`src/rtl/host_tag_alloc_arb.sv`:
```
`default_nettype none
// ----------------------------------------------------------------------------
// host_tag_alloc_arb: round-robin PCIe tag allocator backed by a free-list FIFO
// Rev 1.0
// ----------------------------------------------------------------------------
module host_tag_alloc_arb #(
  parameter int NUM_REQ         = 4,
  parameter int TAG_WIDTH       = 10,
  parameter int NUM_TAGS        = 256,
  parameter int MAX_OUTSTANDING = 256,
  parameter int PFVF_WIDTH      = 15
) (
  input  logic                          clk,
  input  logic                          rst_n,
  input  logic [NUM_REQ-1:0]            req_valid,
  input  logic [NUM_REQ*PFVF_WIDTH-1:0] req_pfvf,
  output logic [NUM_REQ-1:0]            grant,
  output logic [TAG_WIDTH-1:0]          grant_tag,
  output logic [PFVF_WIDTH-1:0]         grant_pfvf,
  input  logic                          release_valid,
  input  logic [TAG_WIDTH-1:0]          release_tag,
  output logic                          init_done,
  output logic [TAG_WIDTH:0]            outstanding,
  output logic                          pool_empty,
  output logic                          err_double_free,
  output logic                          err_tag_oor
);

  localparam int c_PTR_W = $clog2(NUM_TAGS);
  localparam int c_IDX_W = $clog2(NUM_REQ);
  localparam logic [c_PTR_W:0]   c_FULL_CNT = (c_PTR_W+1)'(NUM_TAGS);
  localparam logic [c_PTR_W:0]   c_CNT_ONE  = (c_PTR_W+1)'(1);
  localparam logic [c_PTR_W-1:0] c_PTR_ONE  = c_PTR_W'(1);
  localparam logic [c_PTR_W-1:0] c_LAST_TAG = c_PTR_W'(NUM_TAGS-1);
  localparam logic [TAG_WIDTH:0] c_NUM_TAGS = (TAG_WIDTH+1)'(NUM_TAGS);
  localparam logic [TAG_WIDTH:0] c_MAX_OUT  = (TAG_WIDTH+1)'(MAX_OUTSTANDING);
  localparam logic [TAG_WIDTH:0] c_OUT_ONE  = (TAG_WIDTH+1)'(1);
  localparam logic [c_IDX_W-1:0] c_LAST_REQ = c_IDX_W'(NUM_REQ-1);
  localparam logic [0:0]         c_ST_INIT  = 1'b0;
  localparam logic [0:0]         c_ST_RUN   = 1'b1;

  logic [0:0]            r_state, w_state_nxt;
  logic                  w_init_wr, w_run;
  logic [c_PTR_W-1:0]    r_init_cnt;
  logic [TAG_WIDTH-1:0]  r_mem [NUM_TAGS];
  logic [c_PTR_W-1:0]    r_rd_ptr, r_wr_ptr;
  logic [c_PTR_W:0]      r_count;
  logic [NUM_TAGS-1:0]   r_bitmap;
  logic [TAG_WIDTH:0]    r_outstanding;
  logic [c_IDX_W-1:0]    r_last;
  logic [NUM_REQ-1:0]    r_grant;
  logic [TAG_WIDTH-1:0]  r_grant_tag;
  logic [PFVF_WIDTH-1:0] r_grant_pfvf;
  logic                  r_init_done, r_err_df, r_err_oor;

  logic                  w_pool_empty, w_sel_found, w_pop;
  logic [NUM_REQ-1:0]    w_elig, w_sel_oh;
  logic [c_IDX_W-1:0]    w_sel_idx;
  logic [PFVF_WIDTH-1:0] w_pfvf_arr [NUM_REQ];
  logic [TAG_WIDTH-1:0]  w_pop_tag;
  logic [c_PTR_W-1:0]    w_pop_idx, w_rel_idx, w_mem_waddr;
  logic                  w_rel_oor, w_rel_inuse, w_rel_ok, w_rel_df;
  logic                  w_mem_we;
  logic [TAG_WIDTH-1:0]  w_mem_wdata;

  function automatic logic [c_IDX_W-1:0] f_wrap(input logic [c_IDX_W-1:0] base, input int off);
    int s;
    s = int'(base) + off;
    if (s >= NUM_REQ) s = s - NUM_REQ;
    return c_IDX_W'(s);
  endfunction

  always_ff @(posedge clk) begin
    if (!rst_n) r_state <= c_ST_INIT;
    else        r_state <= w_state_nxt;
  end

  always_comb begin
    w_state_nxt = r_state;
    if (r_state == c_ST_INIT && r_init_cnt == c_LAST_TAG) w_state_nxt = c_ST_RUN;
  end

  always_comb begin
    w_init_wr = (r_state == c_ST_INIT);
    w_run     = (r_state == c_ST_RUN);
  end

  generate
    for (genvar g = 0; g < NUM_REQ; g++) begin : g_pfvf
      assign w_pfvf_arr[g] = req_pfvf[g*PFVF_WIDTH +: PFVF_WIDTH];
    end
  endgenerate

  assign w_pool_empty = !r_init_done || (r_count == '0) || (r_outstanding >= c_MAX_OUT);
  // A requester whose grant is on display this cycle is skipped.
  assign w_elig = req_valid & ~r_grant;

  // Descending scan so the smallest offset from the last winner is kept.
  always_comb begin
    w_sel_found = 1'b0;
    w_sel_idx   = r_last;
    for (int k = NUM_REQ; k >= 1; k--) begin
      if (w_elig[f_wrap(r_last, k)]) begin
        w_sel_found = 1'b1;
        w_sel_idx   = f_wrap(r_last, k);
      end
    end
  end

  assign w_sel_oh  = NUM_REQ'(1) << w_sel_idx;
  assign w_pop     = w_sel_found && !w_pool_empty;
  assign w_pop_tag = r_mem[r_rd_ptr];
  assign w_pop_idx = w_pop_tag[c_PTR_W-1:0];

  assign w_rel_oor   = release_valid && ({1'b0, release_tag} >= c_NUM_TAGS);
  assign w_rel_idx   = release_tag[c_PTR_W-1:0];
  assign w_rel_inuse = r_bitmap[w_rel_idx];
  assign w_rel_ok    = release_valid && !w_rel_oor && w_run && w_rel_inuse;
  assign w_rel_df    = release_valid && !w_rel_oor && !(w_run && w_rel_inuse);

  assign w_mem_we    = rst_n && (w_init_wr || w_rel_ok);
  assign w_mem_waddr = w_init_wr ? r_init_cnt : r_wr_ptr;
  assign w_mem_wdata = w_init_wr ? TAG_WIDTH'(r_init_cnt) : release_tag;

  always_ff @(posedge clk) begin
    if (w_mem_we) r_mem[w_mem_waddr] <= w_mem_wdata;
  end

  always_ff @(posedge clk) begin
    if (!rst_n) begin
      r_init_cnt    <= '0;
      r_rd_ptr      <= '0;
      r_wr_ptr      <= '0;
      r_count       <= '0;
      r_bitmap      <= '0;
      r_outstanding <= '0;
      r_last        <= c_LAST_REQ;
      r_grant       <= '0;
      r_grant_tag   <= '0;
      r_grant_pfvf  <= '0;
      r_init_done   <= 1'b0;
      r_err_df      <= 1'b0;
      r_err_oor     <= 1'b0;
    end else begin
      r_init_done <= w_run;
      r_err_oor   <= w_rel_oor;
      r_err_df    <= w_rel_df;
      if (w_init_wr) r_init_cnt <= r_init_cnt + c_PTR_ONE;

      if (w_init_wr && r_init_cnt == c_LAST_TAG) begin
        r_count <= c_FULL_CNT;
      end else begin
        case ({w_rel_ok, w_pop})
          2'b10:   r_count <= r_count + c_CNT_ONE;
          2'b01:   r_count <= r_count - c_CNT_ONE;
          default: r_count <= r_count;
        endcase
      end

      case ({w_rel_ok, w_pop})
        2'b10:   r_outstanding <= r_outstanding - c_OUT_ONE;
        2'b01:   r_outstanding <= r_outstanding + c_OUT_ONE;
        default: r_outstanding <= r_outstanding;
      endcase

      if (w_pop) begin
        r_rd_ptr            <= r_rd_ptr + c_PTR_ONE;
        r_bitmap[w_pop_idx] <= 1'b1;
        r_last              <= w_sel_idx;
      end
      if (w_rel_ok) begin
        r_wr_ptr            <= r_wr_ptr + c_PTR_ONE;
        r_bitmap[w_rel_idx] <= 1'b0;
      end

      r_grant      <= w_pop ? w_sel_oh : '0;
      r_grant_tag  <= w_pop ? w_pop_tag : '0;
      r_grant_pfvf <= w_pop ? w_pfvf_arr[w_sel_idx] : '0;
    end
  end

  assign grant           = r_grant;
  assign grant_tag       = r_grant_tag;
  assign grant_pfvf      = r_grant_pfvf;
  assign init_done       = r_init_done;
  assign outstanding     = r_outstanding;
  assign pool_empty      = w_pool_empty;
  assign err_double_free = r_err_df;
  assign err_tag_oor     = r_err_oor;

endmodule
`default_nettype wire
```
`config.mk`:
```
export PLATFORM = sky130hd
export DESIGN_NAME = host_tag_alloc_arb
export DESIGN_NICKNAME = d
export VERILOG_FILES = /design/src/rtl/host_tag_alloc_arb.sv
export SDC_FILE = /design/constraint.sdc
export NUM_CORES = 2
export LEC_CHECK = 0
export CAP_MARGIN = 40
export CORE_MARGIN = 2
export CORE_UTILIZATION = 48
export CTS_BUF_LIST = sky130_fd_sc_hd__clkbuf_4
export DETAILED_ROUTE_END_ITERATION = 8
export PLACE_DENSITY_LB_ADDON = 0.15
export SKIP_LAST_GASP = 1
export SYNTH_ARGS = -nofsm -noshare
export SYNTH_HDL_FRONTEND = slang
export SYNTH_SLANG_ARGS = --single-unit
export TNS_END_PERCENT = 10
```
`constraint.sdc`:
```
create_clock -name clk -period 34.8 [get_ports clk]
set_clock_uncertainty 0.1 [all_clocks]
set_input_delay 10.44 -clock clk [delete_from_list [all_inputs] [get_ports clk]]
set_output_delay 10.44 -clock clk [all_outputs]
set_load 0.03 [all_outputs]
```
=== Word-level counts from Yosys, hierarchy flattened ===
Memory sizes are Yosys's and may differ from the RTL's. A register that Yosys moved wholly into a read port is not among the register bits.
Cells that the tools add are included.

* Register bits: 335
* RAM bits: 2,560
* Input port bits: 77
* Output and inout bits: 44
* Logic and storage cells: 122
* Memories: 1

{| class="wikitable"
|+ Memory list
! name !! words !! width !! rd ports !! clocked after memory_dff !! write ports !! line !! text
|-
| r_mem || 256 || 10 || 1 || 1 || 1 || 45 || <nowiki>logic [TAG_WIDTH-1:0] r_mem [NUM_TAGS];</nowiki>
|}

* Add/sub/neg operators: 15
* Order comparisons: 15
* Equality and inequality tests: 3
* Shift operators: 1
* Muxes and demuxes: 41
* Bitwise logic cells: 8
* Reduce and logical (&&, ||, !) cells: 23

{| class="wikitable"
|+ Operators with widths
! cell !! count
|-
| two-way mux 256 bit || 3
|-
| bitwise AND 256 bit || 1
|-
| inverter 256 bit || 1
|-
| bitwise OR 256 bit || 1
|-
| binary-select mux 15 bit (select 2 bit) || 1
|-
| two-way mux 15 bit || 2
|-
| adder 8 x 1 -> 8 bit (second input constant) || 3
|-
| two-way mux 8 bit || 3
|-
| one-hot mux 11 bit (2 select lines) || 1
|-
| < comparator 8 x 9 -> 1 bit (second input constant) || 2
|-
| one-hot mux 9 bit (2 select lines) || 1
|-
| demux 1 bit (select 8 bit) || 2
|-
| greater-or-equal comparator 8 x 1 -> 1 bit (second input constant) || 2
|-
| two-way mux 2 bit || 8
|-
| two-way mux 1 bit || 13
|-
| greater-or-equal comparator 3 bit (second input constant) || 4
|-
| < comparator 2 x 3 -> 1 bit (second input constant) || 4
|-
| adder 11 x 1 -> 11 bit (second input constant) || 1
|-
| greater-or-equal comparator 11 x 9 -> 1 bit (second input constant) || 1
|-
| logical AND 1 bit || 11
|-
| subtractor 11 x 1 -> 11 bit (second input constant) || 1
|-
| greater-or-equal comparator 10 x 9 -> 1 bit (second input constant) || 1
|-
| two-way mux 10 bit || 1
|-
| adder 9 x 1 -> 9 bit (second input constant) || 1
|-
| 24 further kinds || 37
|}

=== Longest topological paths before layout ===
* Word-level depth: 14
* Depth in mapped cells: 26
* Mapped depth without buffers: 19

=== Least setup slack after synthesis ===
OpenSTA, ideal clock, no wires.

* Kind: input port to flip-flop
* Start: in release_tag[5]
* End: mem r_mem[0][5], data pin
* Library setup time: 2.187 ns
* Arrival: 15.524 ns
* Data required time: 32.513 ns
* Setup slack: 16.989 ns
* Cell stages on the path: 3
* Path buffers: 1
* Cells stage by stage: clkbuf_1 nand2_1 o21ai_0

* Cells in the longest elaborated chain, start to end: 1

{| class="wikitable"
|+ Ends and longest elaborated chain
! element !! line !! text
|-
| start: declaration || 21 || <nowiki>input logic [TAG_WIDTH-1:0] release_tag,</nowiki>
|-
| two-way mux 10 bit || 123 || <nowiki>assign w_mem_wdata = w_init_wr ? TAG_WIDTH'(r_init_cnt) : release_tag;</nowiki>
|-
| via w_mem_wdata[5] || 64 || <nowiki>logic [TAG_WIDTH-1:0] w_mem_wdata;</nowiki>
|-
| end: declaration || 45 ||
|}

The timed path passes the listed nets, and every way through them passes these cells.

=== Worst setup path in the final report ===
* Start: in release_tag[0]
* End: reg r_outstanding[6] (netlist: outstanding[6])

* Cells in the longest elaborated chain, start to end: 8
* Elaborated cells between the ends (all ways): 12
* Those cells by class: 1 x order compare; 2 x eq/ne; 3 x mux; 6 x reduce/logical

{| class="wikitable"
|+ Ends and longest elaborated chain
! element !! line !! text
|-
| parallel branches: the longest is 5 deep, another holds binary-select mux 1 bit (select 8 bit) || - ||
|-
| logical AND 1 bit (*) || 118 || <nowiki>assign w_rel_ok = release_valid && !w_rel_oor && w_run && w_rel_inuse;</nowiki>
|-
| == test 2 x 1 -> 1 bit or == test 2 bit (tied branches) || 160 || <nowiki>case ({w_rel_ok, w_pop})</nowiki>
|-
| one-hot mux 11 bit (2 select lines) or nonzero test 2 bit (tied branches) || - ||
|-
| end signal: assignment || 161 || <nowiki>2'b10: r_outstanding <= r_outstanding - c_OUT_ONE;</nowiki>
|-
| end signal: assignment || 162 || <nowiki>2'b01: r_outstanding <= r_outstanding + c_OUT_ONE;</nowiki>
|-
| end signal: assignment || 163 || <nowiki>default: r_outstanding <= r_outstanding;</nowiki>
|-
| end: declaration || 49 || <nowiki>logic [TAG_WIDTH:0] r_outstanding;</nowiki>
|}

Mark *: on every way between the ends. The select of a mux whose other input is x is not followed.
A chain may end at the register's enable or synchronous reset.

==> results.py <==
metrics = {
    "logic_synthesis": {
        "synth_seq_cells": 2903,
        "synth_top_family_by_area": "multiplexers",
        "synthMuxAreaShare_pct": 15.6,
        "synth_nets": 6520,
        "avgSynthCellArea_um2": 18.1,
        "synthFlopType": "edfxtp_1",
        "syn_inst": 6430,
        "async_reset_ff_share_pct": 0,
        "synth_compound_area_share_pct": 5.31,
        "synth_seq_area_share_pct": 71.9,
        "synth_area_um2": 116000,
        "ys_warn_count": 0,
        "synth.distinct_cells": 91,
        "synth-xor-area-share_pct": 0.293,
        "yosys.area_share.simple_pct": 4.48,
        "synth_fa_ha_area_share_pct": 0.140,
        "synth_edf_count": 2560,
    },
    "timing": {
        "finalHoldViolCount": 0,
        "tns_ns": 0,
        "setup_viol": 0,
        "rsz0062_at_grt": "no",
        "slew_headroom_pct": 23.0,
        "final_max_slew_viol_count": 0,
        "period_needed_ns": 16.58,
        "max_freq_ghz": 0.0603,
        "tightest_slew_ns": 1.16,
        "finalCritPeriodShare_pct": 47.6,
    },
    "clock_network": {
        "cts_buffers": 751,
        "hold_buffers": 0,
        "cts_tree": "built",
        "root_buffer": "clkbuf_4",
        "clk_path_buf_depth": 4,
        "cts_max_level": 6,
        "cts_setup_buffers": 0,
        "clock-sinks": 2903,
        "ctsResizeCount": 0,
        "clk_pin_slew_ns": 0.07,
        "clk_latency_ns": 1.48,
    },
    "global_routing": {
        "grt_pass1_vias": 67800,
        "antenna_found_initial": 16,
        "grt_max_degree": 202,
        "grt_pass1_wl_um": 499000,
        "grt_util_all_layers_pct": 28.5,
        "grt_overflow": 0,
    },
    "worst_setup_path": {
        "critPathLaunchType": "input pin",
        "crit_type": "in -> reg",
        "slowest_stage": "clkinv_1",
        "path_max_fanout": 37,
        "worstSetupEndpointType": "register",
        "cp.arrival_ns": 17.72,
        "r2r_slack_ns": 26.52,
        "crit_chain": "buf_4 -> buf_4 -> mux4_2 -> mux4_2 -> a22oi_1 -> a21oi_1 -> or4_1 -> buf_4 -> and2_1 -> inv_1 -> ha_1 -> buf_4 -> clkinv_1 -> ha_1 -> nor2b_1 -> o21ai_0 -> a21boi_0 -> nor2_1 -> a21oi_1 -> a2111oi_0 -> xnor2_1 -> nor2_1",
        "cp.required_ns": 35.94,
        "ff2ff_path_depth": 14,
        "timing.rr.end": "r_bitmap[53]",
        "cp_slowest_stage_delay_ns": 0.70,
        "cpMostUsedCell": "buf_4",
    },
    "die": {
        "die_area_um2": 246000,
        "fp-row-count": 180,
        "core_um2": 241000,
        "start_util_pct": 48.4,
        "ioPinCount": 121,
        "fp.dieW_um": 496,
        "die_h_um": 496,
    },
    "placed_design": {
        "routabilityCongestion": 0.907,
        "io_buffer_count": 120,
        "dp_cells": 9732,
        "detailedPlacementHpwl_um": 221000,
    },
    "drt": {
        "vias": 69400,
        "vias_per_cell": 6.29,
        "firstDrtPassIters": 6,
        "wl_per_cell_um": 32.1,
        "detail_route.iter0.violations": 9313,
        "route.detailed.drc": 0,
        "postRouteAntennaNets": 0,
        "wl_um": 354000,
    },
    "finish": {
        "syn_to_final_growth_pct": 14.6,
        "n_fill_cell": 18700,
        "layout.nets": 7402,
        "final_cell_count_no_fill": 11000,
        "drive_gt1_share_pct": 31.8,
    },
    "power": {
        "finalPower_mw": 6.76,
        "pwr_density_cell_nw_per_um2": 50.7,
        "p_leak_nw": 42.8,
        "peakVddDrop_v": 0.0000266,
    },
    "worst_hold_path": {
        "holdPathStages": 2,
        "min-delay-start": "r_rd_ptr[1]",
        "holdCritPathClass": "reg -> reg",
    },
    "job": {
        "max_cap_violations": 0,
    },
    "outcome": {
        "outcome": "finished, final reports clean",
    },
}
logic make-up after synthesis:
family / count (synthesis)
DFF: 2903
and+or+nand+nor: 1075
AOI/OAI and AO/OA: 972
muxes: 947
buffers and inverters: 481
xor gates and xnor gates: 39
adders and majority gates: 13
cell usage in the layout (no fill, tap or decap), types with 104 or more instances in the layout:
cell type | Yosys | final
a22oi_1 | 104 | 104
nor3_2 | 0 | 125
clkinv_1 | 2 | 168
o21ai_0 | 218 | 217
mux2i_1 | 236 | 236
clkbuf_4 | 0 | 1069
a31oi_1 | 107 | 105
dfxtp_1 | 343 | 335
mux4_2 | 668 | 668
a211oi_1 | 110 | 110
a21oi_1 | 239 | 239
clkdlybuf4s50_1 | 0 | 116
nor2_1 | 388 | 381
edfxtp_1 | 2560 | 2560
nor3_1 | 232 | 106
nand2_1 | 196 | 187
buf_4 | 36 | 399
through the flow:
stage / setup WS (ns) / cell area [µm²] / util, % / hold slack (ns)
4_1_cts: 18.30 / 133000 / 55.4 / 0.378
6_report: 18.22 / 133000 / 55.4 / 0.375
2_1_floorplan: 16.99 / 116000 / - / 0.346
3_3_place_gp: 16.74 / 122000 / 50.7 / 0.356
5_1_grt: 17.66 / 133000 / 55.4 / 0.395
3_5_place_dp: 16.77 / 124000 / 51.5 / 0.363
power breakdown:
part	leakage (nW)	internal [mW]	switching, mW
sequential	26.7	3.76	0.00128
combinational	10.6	0.0323	0.0888
clock	5.48	1.49	1.39
total	42.8	5.28	1.48
worst max-delay path: cells and delay by family:
family          cells  cell delay (ns)
buf+inv             6             2.56
compound gates      6             1.43
simple gates        5             1.22
mux                 2             1.08
fa+ha+maj           2             0.75
xor+xnor            1             0.18
area by class of cell:
type / instances / area (µm²) / share of cell area, %
multi-input cells: 3046 / 31000 / 23.2
inverters: 20 / 80.1 / 0.0600
well taps: 3185 / 3990 / 2.99
diodes: 10 / 25.0 / 0.0188
clock buffers: 1069 / 8030 / 6.01
flip-flops and latches: 2903 / 83800 / 62.8
repair buffers: 590 / 5360 / 4.02
clock inverters: 222 / 1200 / 0.901
sequential cells by signal, summed over array words and instances (netlist names), 9 cells and up, named ones only:
signal	cells
r_count	9
r_bitmap	256
grant_tag	10
outstanding	11
grant_pfvf	15
r_mem	2560
synthesized netlist by cell type (all sizes together) (25+ instances only):
master	instances	area, µm²
a211oi	110	826
a21oi	240	1200
a22o	26	228
a22oi	104	781
a31oi	107	669
buf	228	1670
clkbuf	233	875
dfxtp	343	6870
edfxtp	2560	76900
mux2	26	293
mux2i	236	2360
mux4	685	15500
nand2	196	736
nand3	43	215
nand4	25	156
nor2	389	1460
nor2b	33	206
nor3	232	1160
nor4	26	285
o21ai	218	1090
o221ai	44	385
o22ai	38	238
worst max-delay path by stage:
| stage | cells past startpoint | start | end |
|---|---|---|---|
| 5_1_grt | 22 | release_tag[0] | outstanding[6] |
| 6_report | 22 | release_tag[0] | outstanding[6] |
| 2_1_floorplan | 3 | release_tag[5] | r_mem[0][5] |
| 3_5_place_dp | 22 | release_tag[0] | outstanding[8] |
| 4_1_cts | 22 | release_tag[0] | outstanding[8] |
| 3_3_place_gp | 22 | release_tag[0] | outstanding[6] |
routing by layer:
layer	vias up	part of all wire (%)	track usage (%)	wire [µm]
met2	4187	46	42.6	162000
met1	36000	40	40.5	141000
met5	-	0.0096	0	34
met4	6	3.9	11.6	13800
li1	28500	-	-	-
met3	695	11	7.00	37500
Note: power is estimated with default switching activity, not from simulation.
